--- config.mk ---
export PLATFORM = sky130hd
export DESIGN_NAME = temp_ram_arbiter_flat
export DESIGN_NICKNAME = d
export VERILOG_FILES = /design/src/rtl/temp_ram_arbiter_if.sv /design/src/rtl/temp_ram_arbiter.sv /design/src/flat_wrapper.sv
export SDC_FILE = /design/constraint.sdc
export NUM_CORES = 1
export LEC_CHECK = 0
export ABC_CLOCK_PERIOD_IN_PS = 3100
export CORE_UTILIZATION = 50
export DETAILED_ROUTE_END_ITERATION = 7
export GPL_ROUTABILITY_DRIVEN = 0
export PLACE_DENSITY = 0.84
export SYNTH_ARGS = -nofsm -noshare
export SYNTH_HDL_FRONTEND = slang
export SYNTH_SLANG_ARGS = --single-unit
--- constraint.sdc ---
create_clock -name clk -period 3.1 [get_ports clk]
set_clock_uncertainty 0.15 [all_clocks]
set_input_delay 0.62 -clock clk [delete_from_list [all_inputs] [get_ports clk]]
set_output_delay 0.62 -clock clk [all_outputs]
set_load 0.01 [all_outputs]
--- src/rtl/temp_ram_arbiter_if.sv ---
// Bus bundle between the temperature RAM arbiter, its two requesters and the RAM macro.
// The arbiter takes the slave modport and the requester/RAM side takes the master modport.
interface temp_ram_arbiter_if #(
  parameter int AW = 7,
  parameter int DW = 8
);
  logic          rd_req;
  logic [AW-1:0] rd_addr;
  logic [DW-1:0] rd_data;
  logic          rd_valid;
  logic          rd_ovf;
  logic          wr_req;
  logic [AW-1:0] wr_addr;
  logic [DW-1:0] wr_data;
  logic          wr_gnt;
  logic [AW-1:0] ram_addr;
  logic [DW-1:0] ram_wdata;
  logic          ram_we;
  logic [DW-1:0] ram_rdata;

  modport slave (
    input  rd_req, rd_addr, wr_req, wr_addr, wr_data, ram_rdata,
    output rd_data, rd_valid, rd_ovf, wr_gnt, ram_addr, ram_wdata, ram_we
  );

  modport master (
    output rd_req, rd_addr, wr_req, wr_addr, wr_data, ram_rdata,
    input  rd_data, rd_valid, rd_ovf, wr_gnt, ram_addr, ram_wdata, ram_we
  );
endinterface

--- src/rtl/temp_ram_arbiter.sv ---
// Read-priority arbiter for the single-port 128x8 temperature RAM with write anti-starvation.
// Define ARB_STATS_EN to add saturating read/write/forced-write counters as extra outputs.
module temp_ram_arbiter #(
  parameter int AW          = 7,
  parameter int DW          = 8,
  parameter int WR_MAX_WAIT = 15
) (
  input  logic                 clk,
  input  logic                 rst,
`ifdef ARB_STATS_EN
  output logic [15:0]          rd_cnt,
  output logic [15:0]          wr_cnt,
  output logic [7:0]           starve_hits,
`endif
  temp_ram_arbiter_if.slave    bus
);

  localparam logic [7:0] MAX_W = 8'(WR_MAX_WAIT);

  typedef enum logic [1:0] {
    IDLE   = 2'd0,
    RD     = 2'd1,
    RD_CAP = 2'd2,
    WR     = 2'd3
  } state_t;

  state_t        state_q, state_d;
  logic          rd_pend_q, rd_pend_d;
  logic [AW-1:0] rd_addr_q, rd_addr_d;
  logic          rd_ovf_q, rd_ovf_d;
  logic [7:0]    starve_q, starve_d;
  logic [AW-1:0] ram_addr_q, ram_addr_d;
  logic [DW-1:0] ram_wdata_q, ram_wdata_d;
  logic          ram_we_q, ram_we_d;
  logic          wr_gnt_q, wr_gnt_d;
  logic [DW-1:0] rd_data_q, rd_data_d;
  logic          rd_valid_q, rd_valid_d;
  logic          rd_grant_s;
  logic          wr_grant_s;

  // Grant decision, RAM port drive, read capture and starvation tracking
  always_comb begin
    state_d     = state_q;
    rd_pend_d   = rd_pend_q;
    rd_addr_d   = rd_addr_q;
    rd_ovf_d    = rd_ovf_q;
    starve_d    = starve_q;
    ram_addr_d  = ram_addr_q;
    ram_wdata_d = ram_wdata_q;
    ram_we_d    = 1'b0;
    wr_gnt_d    = 1'b0;
    rd_data_d   = rd_data_q;
    rd_valid_d  = 1'b0;
    rd_grant_s  = 1'b0;
    wr_grant_s  = 1'b0;

    case (state_q)
      IDLE: begin
        if (bus.wr_req && (starve_q == MAX_W)) begin
          state_d    = WR;
          wr_grant_s = 1'b1;
        end else if (rd_pend_q || bus.rd_req) begin
          state_d    = RD;
          rd_grant_s = 1'b1;
        end else if (bus.wr_req) begin
          state_d    = WR;
          wr_grant_s = 1'b1;
        end else begin
          state_d    = IDLE;
        end
      end
      RD:     state_d = RD_CAP;
      RD_CAP: begin
        state_d    = IDLE;
        rd_data_d  = bus.ram_rdata;
        rd_valid_d = 1'b1;
      end
      WR:      state_d = IDLE;
      default: state_d = IDLE;
    endcase

    // RAM port outputs are registered, so they are loaded on the granting edge
    if (rd_grant_s) begin
      ram_addr_d = rd_pend_q ? rd_addr_q : bus.rd_addr;
    end else if (wr_grant_s) begin
      ram_addr_d  = bus.wr_addr;
      ram_wdata_d = bus.wr_data;
      ram_we_d    = 1'b1;
      wr_gnt_d    = 1'b1;
    end else begin
      ram_addr_d  = ram_addr_q;
    end

    if (bus.rd_req) begin
      if (rd_pend_q && !rd_grant_s) begin
        rd_ovf_d = 1'b1;
      end else if (rd_pend_q || !rd_grant_s) begin
        rd_pend_d = 1'b1;
        rd_addr_d = bus.rd_addr;
      end else begin
        rd_pend_d = 1'b0;
      end
    end else if (rd_grant_s) begin
      rd_pend_d = 1'b0;
    end else begin
      rd_pend_d = rd_pend_q;
    end

    if (wr_grant_s) begin
      starve_d = 8'd0;
    end else if (bus.wr_req && (state_q != WR) && (starve_q != MAX_W)) begin
      starve_d = starve_q + 8'd1;
    end else begin
      starve_d = starve_q;
    end
  end

  // State and output registers; reset drops any in-flight transfer
  always_ff @(posedge clk or negedge rst) begin
    if (!rst) begin
      state_q     <= IDLE;
      rd_pend_q   <= 1'b0;
      rd_addr_q   <= {AW{1'b0}};
      rd_ovf_q    <= 1'b0;
      starve_q    <= 8'd0;
      ram_addr_q  <= {AW{1'b0}};
      ram_wdata_q <= {DW{1'b0}};
      ram_we_q    <= 1'b0;
      wr_gnt_q    <= 1'b0;
      rd_data_q   <= {DW{1'b0}};
      rd_valid_q  <= 1'b0;
    end else begin
      state_q     <= state_d;
      rd_pend_q   <= rd_pend_d;
      rd_addr_q   <= rd_addr_d;
      rd_ovf_q    <= rd_ovf_d;
      starve_q    <= starve_d;
      ram_addr_q  <= ram_addr_d;
      ram_wdata_q <= ram_wdata_d;
      ram_we_q    <= ram_we_d;
      wr_gnt_q    <= wr_gnt_d;
      rd_data_q   <= rd_data_d;
      rd_valid_q  <= rd_valid_d;
    end
  end

  assign bus.rd_data   = rd_data_q;
  assign bus.rd_valid  = rd_valid_q;
  assign bus.rd_ovf    = rd_ovf_q;
  assign bus.wr_gnt    = wr_gnt_q;
  assign bus.ram_addr  = ram_addr_q;
  assign bus.ram_wdata = ram_wdata_q;
  assign bus.ram_we    = ram_we_q;

`ifdef ARB_STATS_EN
  logic [15:0] rd_cnt_q, rd_cnt_d;
  logic [15:0] wr_cnt_q, wr_cnt_d;
  logic [7:0]  starve_hits_q, starve_hits_d;
  logic        forced_s;

  assign forced_s = wr_grant_s && (starve_q == MAX_W);

  // Saturating event counters
  always_comb begin
    rd_cnt_d      = rd_cnt_q;
    wr_cnt_d      = wr_cnt_q;
    starve_hits_d = starve_hits_q;
    if (rd_valid_d && (rd_cnt_q != 16'hFFFF)) begin
      rd_cnt_d = rd_cnt_q + 16'd1;
    end else begin
      rd_cnt_d = rd_cnt_q;
    end
    if (wr_grant_s && (wr_cnt_q != 16'hFFFF)) begin
      wr_cnt_d = wr_cnt_q + 16'd1;
    end else begin
      wr_cnt_d = wr_cnt_q;
    end
    if (forced_s && (starve_hits_q != 8'hFF)) begin
      starve_hits_d = starve_hits_q + 8'd1;
    end else begin
      starve_hits_d = starve_hits_q;
    end
  end

  // Counter registers
  always_ff @(posedge clk or negedge rst) begin
    if (!rst) begin
      rd_cnt_q      <= 16'd0;
      wr_cnt_q      <= 16'd0;
      starve_hits_q <= 8'd0;
    end else begin
      rd_cnt_q      <= rd_cnt_d;
      wr_cnt_q      <= wr_cnt_d;
      starve_hits_q <= starve_hits_d;
    end
  end

  assign rd_cnt      = rd_cnt_q;
  assign wr_cnt      = wr_cnt_q;
  assign starve_hits = starve_hits_q;
`endif

endmodule

--- src/flat_wrapper.sv ---
// flat-port wrapper written by rule: the top's interface ports become plain ports
module temp_ram_arbiter_flat 
#(
  parameter int AW          = 7,
  parameter int DW          = 8,
  parameter int WR_MAX_WAIT = 15
)
  (clk, rst, bus_rd_req, bus_rd_addr, bus_wr_req, bus_wr_addr, bus_wr_data, bus_ram_rdata, bus_rd_data, bus_rd_valid, bus_rd_ovf, bus_wr_gnt, bus_ram_addr, bus_ram_wdata, bus_ram_we);
  temp_ram_arbiter_if #(.AW(AW), .DW(DW)) bus_i ();
  input  logic clk;
  input  logic rst;
  input wire logic [$bits(bus_i.rd_req)-1:0] bus_rd_req;
  input wire logic [$bits(bus_i.rd_addr)-1:0] bus_rd_addr;
  input wire logic [$bits(bus_i.wr_req)-1:0] bus_wr_req;
  input wire logic [$bits(bus_i.wr_addr)-1:0] bus_wr_addr;
  input wire logic [$bits(bus_i.wr_data)-1:0] bus_wr_data;
  input wire logic [$bits(bus_i.ram_rdata)-1:0] bus_ram_rdata;
  output wire logic [$bits(bus_i.rd_data)-1:0] bus_rd_data;
  output wire logic [$bits(bus_i.rd_valid)-1:0] bus_rd_valid;
  output wire logic [$bits(bus_i.rd_ovf)-1:0] bus_rd_ovf;
  output wire logic [$bits(bus_i.wr_gnt)-1:0] bus_wr_gnt;
  output wire logic [$bits(bus_i.ram_addr)-1:0] bus_ram_addr;
  output wire logic [$bits(bus_i.ram_wdata)-1:0] bus_ram_wdata;
  output wire logic [$bits(bus_i.ram_we)-1:0] bus_ram_we;
  assign bus_i.rd_req = bus_rd_req;
  assign bus_i.rd_addr = bus_rd_addr;
  assign bus_i.wr_req = bus_wr_req;
  assign bus_i.wr_addr = bus_wr_addr;
  assign bus_i.wr_data = bus_wr_data;
  assign bus_i.ram_rdata = bus_ram_rdata;
  assign bus_rd_data = bus_i.rd_data;
  assign bus_rd_valid = bus_i.rd_valid;
  assign bus_rd_ovf = bus_i.rd_ovf;
  assign bus_wr_gnt = bus_i.wr_gnt;
  assign bus_ram_addr = bus_i.ram_addr;
  assign bus_ram_wdata = bus_i.ram_wdata;
  assign bus_ram_we = bus_i.ram_we;
  temp_ram_arbiter #(.AW(AW), .DW(DW), .WR_MAX_WAIT(WR_MAX_WAIT)) u_core (.clk(clk), .rst(rst), .bus(bus_i));
endmodule
After elaboration in Yosys (flattened, before gate mapping)
Cells that the tools add are included.
{"block": "op_classes", "addsub": 1, "eq_ne": 7, "mux": 23, "bitwise_logic": 2, "n_reduce_logical": 16}
{"operator": "2-to-1 mux 7 bit", "n": 3}
{"operator": "2-to-1 mux 8 bit", "n": 2}
{"operator": "2-to-1 mux 1 bit", "n": 14}
{"operator": "adder 8 x 1 -> 8 bit (second input constant)", "n": 1}
{"operator": "== test 8 x 4 -> 1 bit (second input constant)", "n": 1}
{"operator": "inequality test 8 x 4 -> 1 bit (second input constant)", "n": 1}
{"operator": "2-to-1 mux 2 bit", "n": 3}
{"operator": "case mux 2 bit (3 select lines)", "n": 1}
{"operator": "AND reduction 2 bit", "n": 3}
{"operator": "nonzero test 2 bit", "n": 3}
{"operator": "== test 2 bit (second input constant)", "n": 2}
{"operator": "logical AND 1 bit", "n": 4}
{"operator": "inequality test 2 bit (second input constant)", "n": 2}
{"operator": "AND reduction 3 bit", "n": 1}
{"operator": "== test 2 x 1 -> 1 bit (second input constant)", "n": 1}
{"operator": "logical NOT 2 bit", "n": 1}
{"operator": "logical OR 1 bit", "n": 2}
{"operator": "inverter 1 bit", "n": 2}
{"operator": "OR reduction 2 bit", "n": 1}
{"operator": "logical NOT 1 bit", "n": 1}
{"block": "word_totals", "regBits": 44, "in_bits": 34, "out_inout_bits": 27, "elab_cells": 59}

Logic depth before layout (Yosys ltp)
{"block": "depth", "ltp_word": 9, "ltp_mapped": 7, "mapped_depth_nobuf": 5}

Least setup slack after synthesis
No wires, ideal clock.
{"block": "synth_path", "path_kind": "in2reg", "start": "input port bus_wr_req", "end": "register u_core.rd_addr_q[6]", "setup_time_ns": 0.147, "arrival_time_ns": 1.673, "required_ns": 2.803, "setup_slack_ns": 1.130, "stages": 5, "path_buffers": 1, "cell_sequence": "or4b_4 -> o21ai_4 -> and2_1 -> buf_6 -> o22ai_1"}
{"block": "synth_between", "elab_chain_len": 7, "elab_cells_between_ends": 8, "classes_between": "mux (2); bitwise (1); reduce/logical (5)"}
{"element": "start, declared", "line": "flat_wrapper.sv:14", "rtl": "input wire logic [$bits(bus_i.wr_req)-1:0] bus_wr_req;"}
{"element": "logical AND 1 bit *", "line": "temp_ram_arbiter.sv:59", "rtl": "if (bus.wr_req && (starve_q == MAX_W)) begin"}
{"element": "2-to-1 mux 1 bit *", "line": "temp_ram_arbiter.sv:59"}
{"element": "2-to-1 mux 1 bit *", "line": "temp_ram_arbiter.sv:57", "rtl": "case (state_q)"}
{"element": "logical NOT 1 bit *", "line": "temp_ram_arbiter.sv:95, temp_ram_arbiter.sv:97"}
{"element": "logical AND 1 bit", "line": "temp_ram_arbiter.sv:95", "rtl": "if (rd_pend_q && !rd_grant_s) begin"}
{"element": "inverter 1 bit (no source line)"}
{"element": "AND reduction 3 bit (no source line) *"}
{"element": "end signal, assigned", "line": "temp_ram_arbiter.sv:123", "rtl": "rd_addr_q <= {AW{1'b0}};"}
{"element": "end signal, assigned", "line": "temp_ram_arbiter.sv:135", "rtl": "rd_addr_q <= rd_addr_d;"}
{"element": "end, declared", "line": "temp_ram_arbiter.sv:29", "rtl": "logic [AW-1:0] rd_addr_q, rd_addr_d;"}
Mark *: on every way between the ends. The rest lies on a longest branch, timed or not.
A chain may end at the register's enable or synchronous reset.

Worst setup path in the final report
{"block": "layout_path", "start": "input port bus_wr_req", "end": "register u_core.rd_addr_q[0]"}
The elaborated chain is that of the path after synthesis.

==> impl_metrics.toml <==
[worst_setup_path]
worstPathMaxFanout = 9
critical_path_required_ns = 3.10
critPathKind = "in2reg"
startpoint_type = "input pin"
critPathArrivalTime_ns = 2.44
rr_startpoint = "u_core.starve_q[0]"
crit_start = "bus_wr_req"
crit_path_end_kind = "register"

[synth]
synth_most_common_cell = "dfrtp_1"
synth-edff-count = 0
syn_avg_cell_area_um2 = 11.2
yosysTopAreaCell = "dfrtp_1"
synth_async_sr_flop_share_pct = 100
syn_inst = 182
synth.top_cells.by_count = "dfrtp_1 (44), nor2_1 (28)"
ys_ff_latch = 44
ys.flop_type = "dfrtp_1"
ys_seq_area_share_pct = 54.2
synth_nets = 217
yosys_warnings = 0
syn_area_um2 = 2030
ys_types = 39
synth_top_cell_area_share_pct = 54.2
synthTopCellsByArea = "dfrtp_1 (54%), nor2_1 (5.2%), mux2_1 (4.4%)"

[timing]
fin_crit_ns = 2.44
maxSlewHeadroom_pct = 36.3
fin_crit_sh_pct = 78.7
slew_viol_final = 0
max_freq_ghz = 0.410
rsz0062_at_grt = "no"
hold_viol_final = 0
final.setup.tns_ns = 0
setup_violations = 0
tightest_slew_ns = 0.955

[routing]
vias = 1610
wirelength_mm = 4.42
post_drt_wl_per_cell_um = 15.0
drc = 0
first_pass_iters = 4
drtIter0Drc = 103
ant_nets = 0
vias_per_cell = 5.46

[clock_tree]
cts_setup_buffers = 0
cts.sinks = 44
post_cts_resized = 0
cts_root_buf = "clkbuf_8"
cts_buffers = 5
clk_pin_slew_ns = 0.08
cts_tree = "done"
ctsLongestPathBuffers = 2
cts_hold_buf = 0
cts_max_level = 2
clock_latency_ns = 0.30

[pwr]
peakVddDrop_v = 0.000508
p_leak_nw = 1.22
pwr_density_cell_nw_per_um2 = 982

[floorplanning]
rows = 22
initial_utilization_pct = 53.9
die_h_um = 65.8
coreArea_um2 = 3770
die_area_um2 = 4320
num_io_pins = 61
fp.dieW_um = 65.8

[final_layout]
drive_above_1_share_pct = 12.1
layout.nets = 281
area_growth_pct = 37.3
fin_util_pct = 74.0
diodes = 0

[grt]
grt_use_total_pct = 22.8
antenna_found_initial = 0
overflow = 0
grt_max_degree = 45
grt_pass1_wl_mm = 7.20
grt_pass1_vias = 1647

[place]
numPortBuffers = 60
hpwl_mm = 3.20

[job]
maxCapViolCount = 0

[hold_path]
hp-class = "in2async"

[run_status]
status = "complete, no violations"
[per-layer routing]
metal	part of all wire, %	track usage (%)	up-vias	wire (um)
met3	8.5	9.55	8	375
met1	41	26.1	770	1820
met5	0	0	-	0
met2	49	38.3	56	2160
li1	-	-	776	-
met4	1.5	7.61	0	65
[layout make-up]
class	count	area, um^2
inverters	9	33.8
flip-flops and latches	44	1100
clock inverters	3	42.5
clock buffers	5	68.8
repair buffers	66	641
multi-input cells	120	842
fillers	277	982
well taps	48	60.1
[logic make-up after synthesis]
kind of cell	after synthesis	share of synthesized area, %
xor+xnor	5	2.16
flops	44	54.2
mux	19	10.3
buf+inv	18	4.37
compound gates	44	16.0
simple gates	51	12.3
fa+ha+maj	1	0.616
[stage by stage]
step	instance area [um^2]	total power [W]	setup WS (ns)	hold WS, ns	cells
floorplan	2030	0.00177	1.13	0.174	182
global placement	2680	0.00225	0.395	0.298	287
detailed placement	2680	0.00231	0.359	0.297	287
CTS	2790	0.00276	0.678	0.317	295
global route	2790	0.00293	0.616	0.352	295
finish	2790	0.00274	0.661	0.316	295
[worst max-delay path, stage by stage]
cell and delay, ns:
clkdlybuf4s50_1 0.53, or4b_4 0.54, o21ai_4 0.24, and2_1 0.36, o22ai_1 0.15
[worst paths after layout]
path                                            to  cells past startpoint  slack (ns)
setup / recovery               u_core.rd_addr_q[0]                      5        0.66
hold reg to reg                  u_core.bus.rd_ovf                      1        0.32
max in group asynchronous   u_core.bus.ram_addr[6]                      1        1.90
min in group clk                 u_core.bus.rd_ovf                      1        0.32
hold / removal             u_core.bus.ram_wdata[0]                      1        0.32
setup reg to reg           u_core.bus.ram_wdata[2]                      5        0.80
[cells in the final DEF, fill, tap and decap left out, types with 2 or more instances in the layout]
cell / n
nand3_1: 8
nor3_1: 2
a21oi_1: 2
buf_4: 6
a21o_1: 3
and3_1: 4
a211oi_1: 6
mux2_1: 8
dfrtp_1: 44
o211ai_1: 4
clkbuf_8: 5
o22ai_1: 8
nand4_1: 2
mux2i_1: 3
xor2_1: 4
clkdlybuf4s50_1: 59
nor2_1: 28
inv_1: 8
a2bb2oi_1: 6
o31ai_2: 2
o21ai_0: 7
mux2_2: 8
[power breakdown]
part	internal [W]	switching (W)	total [W]	leakage [nW]
clock	0.000238	0.000200	0.000438	0.0541
sequential	0.000842	0.000195	0.00104	0.533
combinational	0.000671	0.000593	0.00126	0.628
total	0.00175	0.000987	0.00274	1.22
[sequential cells by signal (all words and copies together) (netlist names)]
register	cells
u_core.bus.ram_wdata	8
u_core.bus.rd_data	8
u_core.starve_q	8
u_core.bus.ram_addr	7
u_core.rd_addr_q	7
u_core.state_q	2
u_core.bus.ram_we	1
u_core.bus.rd_ovf	1
u_core.bus.rd_valid	1
u_core.rd_pend_q	1
Power figures use the tool's default switching activity.
